--- config.mk ---
export PLATFORM = sky130hd
export DESIGN_NAME = traffic_gen_monitor_flat
export DESIGN_NICKNAME = d
export VERILOG_FILES = /design/src/rtl/traffic_gen_monitor_if.sv /design/src/rtl/traffic_gen_monitor.sv /design/src/flat_wrapper.sv
export SDC_FILE = /design/constraint.sdc
export NUM_CORES = 1
export LEC_CHECK = 0
export CORE_ASPECT_RATIO = 1.1
export CORE_UTILIZATION = 61
export DETAILED_ROUTE_END_ITERATION = 8
export DONT_BUFFER_PORTS = 1
export PLACE_DENSITY_LB_ADDON = 0.05
export SETUP_SLACK_MARGIN = 0.05
export SYNTH_ARGS = -nofsm -noshare
export SYNTH_HDL_FRONTEND = slang
export SYNTH_SLANG_ARGS = --single-unit
export TNS_END_PERCENT = 20
--- constraint.sdc ---
create_clock -name clk -period 15.1 [get_ports clk]
set_input_delay 3.02 -clock clk [delete_from_list [all_inputs] [get_ports clk]]
set_output_delay 3.02 -clock clk [all_outputs]
set_load 0.05 [all_outputs]
--- src/rtl/traffic_gen_monitor_if.sv ---
// rtl/traffic_gen_monitor_if.sv - request/grant bundle between generator and allocator
interface traffic_gen_monitor_if #(
    parameter int N_CH   = 4,
    parameter int DATA_W = 8
);
    logic [N_CH-1:0]        req_o;
    logic [N_CH*DATA_W-1:0] data_o;
    logic [N_CH-1:0]        gnt_i;

    modport master (output req_o, output data_o, input gnt_i);
    modport slave  (input req_o, input data_o, output gnt_i);
endinterface

--- src/rtl/traffic_gen_monitor.sv ---
// rtl/traffic_gen_monitor.sv - LFSR-driven request generator and grant monitor
module traffic_gen_monitor #(
    parameter int         DATA_W     = 8,
    parameter int         N_CH       = 4,
    parameter logic [7:0] SEED       = 8'hA5,
    parameter int         BURST_LEN  = 4,
    parameter int         STARVE_LIM = 16,
    parameter int         CNT_W      = 16
) (
    input  logic                      clk,
    input  logic                      rst,
    input  logic                      en,
    input  logic [1:0]                mode,
    input  logic [DATA_W-1:0]         density,
    traffic_gen_monitor_if.master     bus,
    output logic [N_CH*CNT_W-1:0]     hs_cnt_o,
    output logic [N_CH-1:0]           starve_o,
    output logic                      err_o
);
    localparam int BW = $clog2(BURST_LEN + 1);
    localparam int WW = $clog2(STARVE_LIM + 1);

    typedef enum logic [1:0] {IDLE, REQ, BURST_REQ} ch_state_e;

    ch_state_e          state_q [N_CH];
    ch_state_e          state_d [N_CH];
    logic [7:0]         lfsr_q  [N_CH];
    logic [7:0]         lfsr_d  [N_CH];
    logic [DATA_W-1:0]  data_q  [N_CH];
    logic [DATA_W-1:0]  data_d  [N_CH];
    logic [BW-1:0]      bcnt_q  [N_CH];
    logic [BW-1:0]      bcnt_d  [N_CH];
    logic [WW-1:0]      wait_q  [N_CH];
    logic [WW-1:0]      wait_d  [N_CH];
    logic [CNT_W-1:0]   hs_q    [N_CH];
    logic [CNT_W-1:0]   hs_d    [N_CH];
    logic [N_CH-1:0]    req_q;
    logic [N_CH-1:0]    req_d;
    logic [N_CH-1:0]    starve_d;
    logic [N_CH-1:0]    xfer;
    logic               err_d;

    function automatic logic [7:0] seed_of(input int i);
        logic [7:0] s;
        s = SEED ^ 8'(i + 1);
        return (s == 8'h00) ? 8'h01 : s;
    endfunction

    // x^8 + x^6 + x^5 + x^4 + 1, shifting towards the MSB
    function automatic logic [7:0] lfsr_next(input logic [7:0] l);
        return {l[6:0], l[7] ^ l[5] ^ l[4] ^ l[3]};
    endfunction

    function automatic logic [DATA_W-1:0] payload_of(input logic [7:0] l);
        logic [DATA_W-1:0] p;
        for (int b = 0; b < DATA_W; b++) p[b] = l[b % 8];
        return p;
    endfunction

    always_comb begin
        xfer  = req_q & bus.gnt_i;
        err_d = err_o | (|(bus.gnt_i & ~req_q));
        req_d = req_q;
        starve_d = starve_o;
        for (int i = 0; i < N_CH; i++) begin
            state_d[i] = state_q[i];
            lfsr_d[i]  = en ? lfsr_next(lfsr_q[i]) : lfsr_q[i];
            data_d[i]  = data_q[i];
            bcnt_d[i]  = bcnt_q[i];
            wait_d[i]  = wait_q[i];
            hs_d[i]    = hs_q[i];

            case (state_q[i])
                IDLE: begin
                    if (en) begin
                        case (mode)
                            2'd1: if (payload_of(lfsr_q[i]) < density) begin
                                state_d[i] = REQ;
                                req_d[i]   = 1'b1;
                                data_d[i]  = payload_of(lfsr_q[i]);
                            end
                            2'd2: if (payload_of(lfsr_q[i]) < density) begin
                                state_d[i] = BURST_REQ;
                                req_d[i]   = 1'b1;
                                data_d[i]  = payload_of(lfsr_q[i]);
                                bcnt_d[i]  = BW'(BURST_LEN);
                            end
                            2'd3: begin
                                state_d[i] = REQ;
                                req_d[i]   = 1'b1;
                                data_d[i]  = payload_of(lfsr_q[i]);
                            end
                            default: ;
                        endcase
                    end
                end
                REQ: begin
                    if (xfer[i]) begin
                        state_d[i] = IDLE;
                        req_d[i]   = 1'b0;
                    end
                end
                BURST_REQ: begin
                    // req drops for one cycle after each beat; the next payload is
                    // staged during that gap and the burst finishes regardless of en/mode
                    if (xfer[i]) begin
                        req_d[i]  = 1'b0;
                        bcnt_d[i] = bcnt_q[i] - 1'b1;
                        if (bcnt_q[i] == BW'(1)) state_d[i] = IDLE;
                        else                      data_d[i]  = payload_of(lfsr_q[i]);
                    end else if (!req_q[i]) begin
                        req_d[i] = 1'b1;
                    end
                end
                default: begin
                    state_d[i] = IDLE;
                    req_d[i]   = 1'b0;
                end
            endcase

            if (xfer[i])
                wait_d[i] = '0;
            else if (req_q[i] && wait_q[i] != WW'(STARVE_LIM))
                wait_d[i] = wait_q[i] + 1'b1;
            if (wait_d[i] == WW'(STARVE_LIM)) starve_d[i] = 1'b1;

            if (xfer[i] && hs_q[i] != {CNT_W{1'b1}}) hs_d[i] = hs_q[i] + 1'b1;
        end
    end

    always_ff @(posedge clk or posedge rst) begin
        if (rst) begin
            req_q    <= '0;
            starve_o <= '0;
            err_o    <= 1'b0;
            for (int i = 0; i < N_CH; i++) begin
                state_q[i] <= IDLE;
                lfsr_q[i]  <= seed_of(i);
                data_q[i]  <= '0;
                bcnt_q[i]  <= '0;
                wait_q[i]  <= '0;
                hs_q[i]    <= '0;
            end
        end else begin
            req_q    <= req_d;
            starve_o <= starve_d;
            err_o    <= err_d;
            for (int i = 0; i < N_CH; i++) begin
                state_q[i] <= state_d[i];
                lfsr_q[i]  <= lfsr_d[i];
                data_q[i]  <= data_d[i];
                bcnt_q[i]  <= bcnt_d[i];
                wait_q[i]  <= wait_d[i];
                hs_q[i]    <= hs_d[i];
            end
        end
    end

    assign bus.req_o = req_q;

    for (genvar g = 0; g < N_CH; g++) begin : g_out
        assign bus.data_o[g*DATA_W +: DATA_W] = data_q[g];
        assign hs_cnt_o[g*CNT_W +: CNT_W]     = hs_q[g];
    end
endmodule

--- src/flat_wrapper.sv ---
// flat-port wrapper written by rule: the top's interface ports become plain ports
module traffic_gen_monitor_flat 
#(
    parameter int         DATA_W     = 8,
    parameter int         N_CH       = 4,
    parameter logic [7:0] SEED       = 8'hA5,
    parameter int         BURST_LEN  = 4,
    parameter int         STARVE_LIM = 16,
    parameter int         CNT_W      = 16
)
  (clk, rst, en, mode, density, hs_cnt_o, starve_o, err_o, bus_req_o, bus_data_o, bus_gnt_i);
  traffic_gen_monitor_if #(.N_CH(N_CH), .DATA_W(DATA_W)) bus_i ();
  input  logic clk;
  input  logic rst;
  input  logic en;
  input  logic [1:0] mode;
  input  logic [DATA_W-1:0] density;
  output logic [N_CH*CNT_W-1:0] hs_cnt_o;
  output logic [N_CH-1:0] starve_o;
  output logic err_o;
  output wire logic [$bits(bus_i.req_o)-1:0] bus_req_o;
  output wire logic [$bits(bus_i.data_o)-1:0] bus_data_o;
  input wire logic [$bits(bus_i.gnt_i)-1:0] bus_gnt_i;
  assign bus_req_o = bus_i.req_o;
  assign bus_data_o = bus_i.data_o;
  assign bus_i.gnt_i = bus_gnt_i;
  traffic_gen_monitor #(.DATA_W(DATA_W), .N_CH(N_CH), .SEED(SEED), .BURST_LEN(BURST_LEN), .STARVE_LIM(STARVE_LIM), .CNT_W(CNT_W)) u_core (.clk(clk), .rst(rst), .en(en), .mode(mode), .density(density), .bus(bus_i), .hs_cnt_o(hs_cnt_o), .starve_o(starve_o), .err_o(err_o));
endmodule
==> summary.md, run 1 <==
| Metric | Value |
|---|---|
| Synth async-reset ratio | 1.00 |
| Number of nets in the synthesized netlist | 914 |
| Setup repair after global routing missed its margin | no |
| Detailed-routing iteration count for the pre-antenna-repair pass | 5 |
| Total negative setup slack | 0 ns |
| Inserted Clock Buffers | 17 |
| Max Cap Viol | 0 |
| Quantity of gates resized following cts | 0 |
| Via density | 6.15 |
| DP HPWL | 13500 um |
| Commonest register cell after synthesis | sky130_fd_sc_hd__dfrtp_1 |
| Register Area | 4450 sq um |
| Class of the tightest hold or removal check | register to register |
| Count of final setup violators | 0 |
| Commonest cells after routing, fill and taps aside | sky130_fd_sc_hd__dfrtp_1 (162), sky130_fd_sc_hd__mux2_2 (73), sky130_fd_sc_hd__nand2_1 (55), sky130_fd_sc_hd__nor2_1 (52), sky130_fd_sc_hd__ha_1 (52) |
| CTS hold repair buffers | 0 |
| Proportion of synthesized area in mux cells | 0.0898 |
| Simple-gate area share of the yosys netlist | 0.146 |
| Synth Register Bits | 177 |
| Wire length of the first global-routing pass | 32100 um |
| Outcome | finished, final reports clean |
| Violation count after the first detailed-routing iteration | 258 |
| DRC errors left | 0 |
| Clk root buf | sky130_fd_sc_hd__clkbuf_16 |
| Num rows | 46 |
| Final weighted congestion of routability-driven global placement | 0.886 |
| Worst-Margin Slew | 0.914 ns |
| Fillers | 1102 |
| Parity-gate share of the synthesized area counting xor and xnor cells | 0.0586 |
| Average wire per cell in the routed design | 17.9 um |
| Core footprint | 14600 sq um |
| Share of final-layout standard cells stronger than drive strength 1 | 0.161 |
| Kind of capture point of the worst setup path | register |
| Reg clk slew, reported paths | 0.06 ns |
| Sequential share of the synthesized area | 0.480 |
| Final std cell area, no fill | 9960 sq um |
| Main combinational cell family by area after synthesis | simple AND/OR/NAND/NOR gates |
| Routed Antenna Nets | 0 |
| Number of hold violations in the final report | 0 |
| Post-CTS setup buffers | 0 |
| Post-route minimum period | 4.57 ns |
| Post-Synthesis Cells | 845 |
| Antenna violations before repair | 0 |
| Normalized max-slew margin | 0.390 |
| Source-to-sink clock delay at the later pin of the worst-skew pair | 0.43 ns |
| Combined area of the multi-input logic cells | 4550 sq um |
| Final Cycle Share | 0.303 |
| Overall fraction of global-route tracks in use | 0.254 |
| Clock Tree Buf Depth | 2 |
| Total vias in the final route | 6440 |
| Largest vdd supply drop | 0.153 mV |
| Die width | 120 um |
| Worst clock skew | 0.00902 ns |
| Via count of the first global-routing pass | 6596 |
| Maximum clock frequency | 219 MHz |
| Synth Area in Adders | 0.0702 |
| Leading cell type in the layout, fill and taps excluded | sky130_fd_sc_hd__dfrtp_1 |
| Die extent in y | 131 um |
| Placement-stage cell area | 9420 sq um |
| Critical-path maximum fanout | 8 |
| Count of flip-flops with a built-in enable after synthesis | 0 |
| Share of the synthesized area in compound gates (AO/OA/AOI/OAI) | 0.126 |
| Number of pins with negative max-slew slack in the final report | 0 |
| Startpoint kind of the worst setup timing path | input pin |
| Final wirelength | 18800 um |
| Initial core utilization | 0.634 |
| Synth warnings | 0 |
| # clock sinks | 177 |
| # H-tree levels | 4 |
| Required time at the worst-slack endpoint | 15.41 ns |
| Grt total ovfl | 0 |
| Diode count | 0 |
| Endpoint arrival time on the critical path | 4.88 ns |
| Number of I/O pins | 122 |
| Full die area | 15700 sq um |
| Netlist Area Pre-Place | 9260 sq um |
| Area growth from synthesis to final layout | 7.56% |
| Power Density | 216 nW/um^2 |
| Clock tree from TritonCTS | built |
| Post-layout nets | 912 |
| Leakage power of the design | 0.00432 uW |
| Classification of the worst setup path | input pin to register |
| Input/output buffers | 0 |
| Number of distinct library cell variants in the gate-level netlist after synthesis | 77 |
| Maximum number of pins on one net before global-route repair | 104 |
| Post-Syn Area per Cell | 11.0 sq um |
| Register-to-register path setup slack | 12.66 ns |
-- cell type report --
| type | instances | area share |
|---|---|---|
| clock buffer | 23 | 0.0460 |
| clock inverter | 8 | 0.00829 |
| inverter | 47 | 0.0182 |
| multi-input combinational | 599 | 0.456 |
| sequential | 177 | 0.446 |
| tap | 192 | 0.0241 |
| timing repair buffer | 1 | 0.000753 |
-- path summary, 6_finish.rpt --
kind	from	endpoint	depth (start not counted)
max	density[7]	u_core.bus.data_o[10]$_DFFE_PP0P_	7
max reg2reg	u_core.hs_cnt_o[16]$_DFFE_PP0P_	u_core.hs_cnt_o[17]$_DFFE_PP0P_	5
min in group asynchronous	rst	u_core.hs_cnt_o[8]$_DFFE_PP0P_	1
min reg2reg	u_core.bcnt_q[1]$_DFFE_PP0P_	u_core.bcnt_q[1]$_DFFE_PP0P_	1
max in group asynchronous	rst	u_core.wait_q[1]$_DFF_PP0_	2
min	u_core.bcnt_q[1]$_DFFE_PP0P_	u_core.bcnt_q[1]$_DFFE_PP0P_	1
-- cells in the mapped netlist, types with 10 or more instances --
library cell | count | area (sq um)
sky130_fd_sc_hd__xor2_1 | 28 | 245
sky130_fd_sc_hd__nand2b_1 | 19 | 119
sky130_fd_sc_hd__nand3_1 | 32 | 160
sky130_fd_sc_hd__nor2_1 | 52 | 195
sky130_fd_sc_hd__o21ai_0 | 30 | 150
sky130_fd_sc_hd__nor2b_1 | 10 | 62.6
sky130_fd_sc_hd__nor3_1 | 18 | 90.1
sky130_fd_sc_hd__clkbuf_1 | 10 | 37.5
sky130_fd_sc_hd__xnor2_1 | 34 | 298
sky130_fd_sc_hd__nand4_1 | 16 | 100
sky130_fd_sc_hd__dfstp_2 | 15 | 394
sky130_fd_sc_hd__a21oi_1 | 29 | 145
sky130_fd_sc_hd__inv_1 | 47 | 176
sky130_fd_sc_hd__dfrtp_1 | 162 | 4050
sky130_fd_sc_hd__ha_1 | 52 | 651
sky130_fd_sc_hd__mux2_2 | 73 | 822
sky130_fd_sc_hd__a31oi_1 | 16 | 100
sky130_fd_sc_hd__nand2_1 | 55 | 206
sky130_fd_sc_hd__and3_1 | 11 | 68.8
-- through the flow --
stage / utilization / power, uW / setup WS, ns / instances / hold WS, ns
global placement: 0.645 / 1700 / 10.18 / 1016 / 0.466
detailed placement: 0.645 / 1750 / 10.10 / 1016 / 0.467
floorplan: - / 1590 / 7.30 / 845 / 0.450
global route: 0.682 / 2280 / 10.46 / 1047 / 0.499
finish: 0.682 / 2150 / 10.53 / 1047 / 0.485
CTS: 0.682 / 2160 / 10.55 / 1047 / 0.480
-- cells by family (layout without fill, tap and decap cells) --
family,count (synthesis),count (layout)
compound gates,158,158
flops,177,177
mux,74,74
simple gates,253,253
xor+xnor,62,62
fa+ha+maj,52,52
buf+inv,69,79
-- state kept, by name, indices dropped and copies added (netlist names) --
| register | cells |
|---|---|
| u_core.hs_cnt_o | 64 |
| u_core.bus.req_o | 4 |
| u_core.err_o | 1 |
| u_core.state_q | 8 |
| u_core.lfsr_q | 32 |
| u_core.starve_o | 4 |
| u_core.bus.data_o | 32 |
| u_core.wait_q | 20 |
| u_core.bcnt_q | 12 |
-- where the power goes --
| part | internal [uW] | switching [uW] | total (uW) |
|---|---|---|---|
| sequential | 647 | 498 | 1150 |
| clock | 231 | 176 | 407 |
| combinational | 310 | 285 | 595 |
| total | 1190 | 959 | 2150 |
-- routing by layer --
layer	global-route usage	up-vias	wire, um
li1	-	3040	-
met3	0.0720	28	1040
met5	0	-	0
met2	0.434	162	9480
met4	0.0771	0	255
met1	0.309	3210	8000
-- worst max-delay path: stages --
cell and delay, ns:
sky130_fd_sc_hd__inv_1 0.08, sky130_fd_sc_hd__ha_1 0.33, sky130_fd_sc_hd__nand4_1 0.10, sky130_fd_sc_hd__or3_1 0.41
sky130_fd_sc_hd__o21ai_2 0.24, sky130_fd_sc_hd__a2bb2oi_4 0.32, sky130_fd_sc_hd__mux2_2 0.38
Power figures use the tool's default switching activity.
==> run 2: changes to the inputs <==
==> constraint.sdc (replaced) <==
create_clock -name clk -period 4.7 [get_ports clk]
set_input_delay 0.94 -clock clk [delete_from_list [all_inputs] [get_ports clk]]
set_output_delay 0.94 -clock clk [all_outputs]
set_load 0.05 [all_outputs]
==> run 2 against run 1 <==
Net effect: power rose to 3.3 times the previous value; combinational power rose to 3.2 times the previous value; clock power rose to 3.5 times the previous value; die area unchanged; via count down 0.30%; worst hold slack worse by 0.0054 ns; sequential share of layout area down 0.35 points; cell count about the same; count of clock-buffer cells in the layout down 1; routed wire length down 0.47%; design area up 0.79%; critical endpoint is now u_core.hs_cnt_o[27]$_DFFE_PP0P_.
==> summary.md, run 2 (synthesis results as in run 1) <==
| Metric | Value |
|---|---|
| Outcome | finished, final reports clean |
| Leakage power of the design | 0.00436 uW |
| Startpoint kind of the worst setup timing path | register |
| Post-route minimum period | 2.54 ns |
| Clock Tree Buf Depth | 2 |
| Final Cycle Share | 0.541 |
| Average wire per cell in the routed design | 17.8 um |
| Pre-CTS WS | 1.78 ns |
| Endpoint arrival time on the critical path | 2.82 ns |
| Critical-path maximum fanout | 6 |
| Number of I/O pins | 122 |
| Leading cell type in the layout, fill and taps excluded | sky130_fd_sc_hd__dfrtp_1 |
| # clock sinks | 177 |
| Worst clock skew | 0.00918 ns |
| Post-CTS setup buffers | 0 |
| Max Cap Viol | 0 |
| Worst-Margin Slew | 0.886 ns |
| Power Density | 698 nW/um^2 |
| Grt total ovfl | 0 |
| Hold depth | 1 |
| Final wirelength | 18700 um |
| Diode count | 0 |
| Register Area | 4450 sq um |
| Required time at the worst-slack endpoint | 4.98 ns |
| Initial core utilization | 0.634 |
| Design Power | 7010 uW |
| Detailed-routing iteration count for the pre-antenna-repair pass | 6 |
| Inserted Clock Buffers | 17 |
| Number of pins with negative max-slew slack in the final report | 0 |
| Maximum clock frequency | 393 MHz |
| Endpoint of the worst hold-timing path | u_core.bcnt_q[1]$_DFFE_PP0P_ |
| Class of the tightest hold or removal check | register to register |
| Overall fraction of global-route tracks in use | 0.251 |
| Worst Min Path Start | u_core.bcnt_q[1]$_DFFE_PP0P_ |
| Capturing point of the worst reg2reg path | u_core.hs_cnt_o[27]$_DFFE_PP0P_ |
| Critical path buffer and inverter count | 0 |
| Quantity of gates resized following cts | 0 |
| Register-to-register path setup slack | 2.16 ns |
| Critical path's largest stage delay | 0.70 ns |
| Num rows | 46 |
| Count of final setup violators | 0 |
| Source-to-sink clock delay at the later pin of the worst-skew pair | 0.43 ns |
| Flip-flop count of the largest register after layout | 64 |
| Post-layout nets | 912 |
| Reg clk slew, reported paths | 0.06 ns |
| Largest vdd supply drop | 0.451 mV |
| Die width | 120 um |
| Routed Antenna Nets | 0 |
| Kind of capture point of the worst setup path | register |
| Total negative setup slack | 0 ns |
| DRC errors left | 0 |
| Final weighted congestion of routability-driven global placement | 0.887 |
| Clk root buf | sky130_fd_sc_hd__clkbuf_16 |
| DP HPWL | 13400 um |
| Combined area of the multi-input logic cells | 4550 sq um |
| Violation count after the first detailed-routing iteration | 327 |
| Setup repair after global routing missed its margin | no |
| Wire length of the first global-routing pass | 31700 um |
| Via density | 6.13 |
| Number of hold violations in the final report | 0 |
| Via count of the first global-routing pass | 6590 |
| Commonest cells after routing, fill and taps aside | sky130_fd_sc_hd__dfrtp_1 (162), sky130_fd_sc_hd__mux2_2 (73), sky130_fd_sc_hd__nand2_1 (55), sky130_fd_sc_hd__nor2_1 (52), sky130_fd_sc_hd__ha_1 (52) |
| Die extent in y | 131 um |
| PnR worst setup slack | 2.16 ns |
| Count of placed standard cells including taps | 1016 |
| Maximum number of pins on one net before global-route repair | 139 |
| Core footprint | 14600 sq um |
| CTS hold repair buffers | 0 |
| Total vias in the final route | 6421 |
| # H-tree levels | 4 |
| Post-route worst hold slack | 0.480 ns |
| Worst reg-to-reg path cell count | 6 |
| Share of final-layout standard cells stronger than drive strength 1 | 0.167 |
| Largest delay share family, worst path | simple AND/OR/NAND/NOR gates |
| Fillers | 1086 |
| Area growth from synthesis to final layout | 8.41% |
| Clock tree from TritonCTS | built |
| Non-filler cells, final | 1048 |
| Antenna violations before repair | 0 |
| R2r startpoint | u_core.hs_cnt_o[16]$_DFFE_PP0P_ |
| Slowest cell on crit path | sky130_fd_sc_hd__dfrtp_1 |
| Classification of the worst setup path | register to register |
| Normalized max-slew margin | 0.408 |
| Cell chain of the critical path | ha_1 -> nand3_1 -> or3b_1 -> nor2_1 -> nor3_1 -> xor2_1 |
| Full die area | 15700 sq um |
| Input/output buffers | 0 |
==> run 2: worst register-to-register path, delay by kind of cell, from the launching register on <==
family	cells	cell delay (ns)
fa+ha+maj	1	0.29
simple gates	4	1.24
flops	1	0.70
xor+xnor	1	0.17
==> run 2: how the worst max path moves through the flow <==
stage,start,to,slack [ns],depth (start not counted)
after detailed placement,density[5],u_core.bus.data_o[14]$_DFFE_PP0P_,1.78,7
after CTS,u_core.hs_cnt_o[16]$_DFFE_PP0P_,u_core.hs_cnt_o[27]$_DFFE_PP0P_,2.20,6
after floorplan,rst,u_core.bcnt_q[0]$_DFFE_PP0P_,1.51,1
after global placement,density[7],u_core.bus.data_o[13]$_DFFE_PP0P_,1.86,7
final,u_core.hs_cnt_o[16]$_DFFE_PP0P_,u_core.hs_cnt_o[27]$_DFFE_PP0P_,2.16,6
after global routing,u_core.hs_cnt_o[16]$_DFFE_PP0P_,u_core.hs_cnt_o[27]$_DFFE_PP0P_,2.05,6
==> run 2: through the flow <==
stage	util	area (sq um)
2_1_floorplan	-	9270
4_1_cts	0.687	10000
3_3_place_gp	0.645	9440
5_1_grt	0.687	10000
3_5_place_dp	0.645	9440
6_report	0.687	10000
==> run 2: metal layers <==
layer	part of all wire	track usage
met2	0.50	0.421
met1	0.43	0.306
met3	0.055	0.0660
met5	0	0
met4	0.018	0.101
==> run 2: layout make-up <==
class                           count  area share
Timing Repair Buffer                1     0.00199
Multi-Input combinational cell    599       0.453
Clock inverter                     10      0.0123
Inverter                           47      0.0179
Tap cell                          192      0.0239
Sequential cell                   177       0.443
Clock buffer                       22      0.0482
==> run 2: power by group <==
group          switching (uW)  internal [uW]  leakage (uW)
sequential               1600           2080       0.00216
clock                     597            846      0.000294
combinational             894            994       0.00190
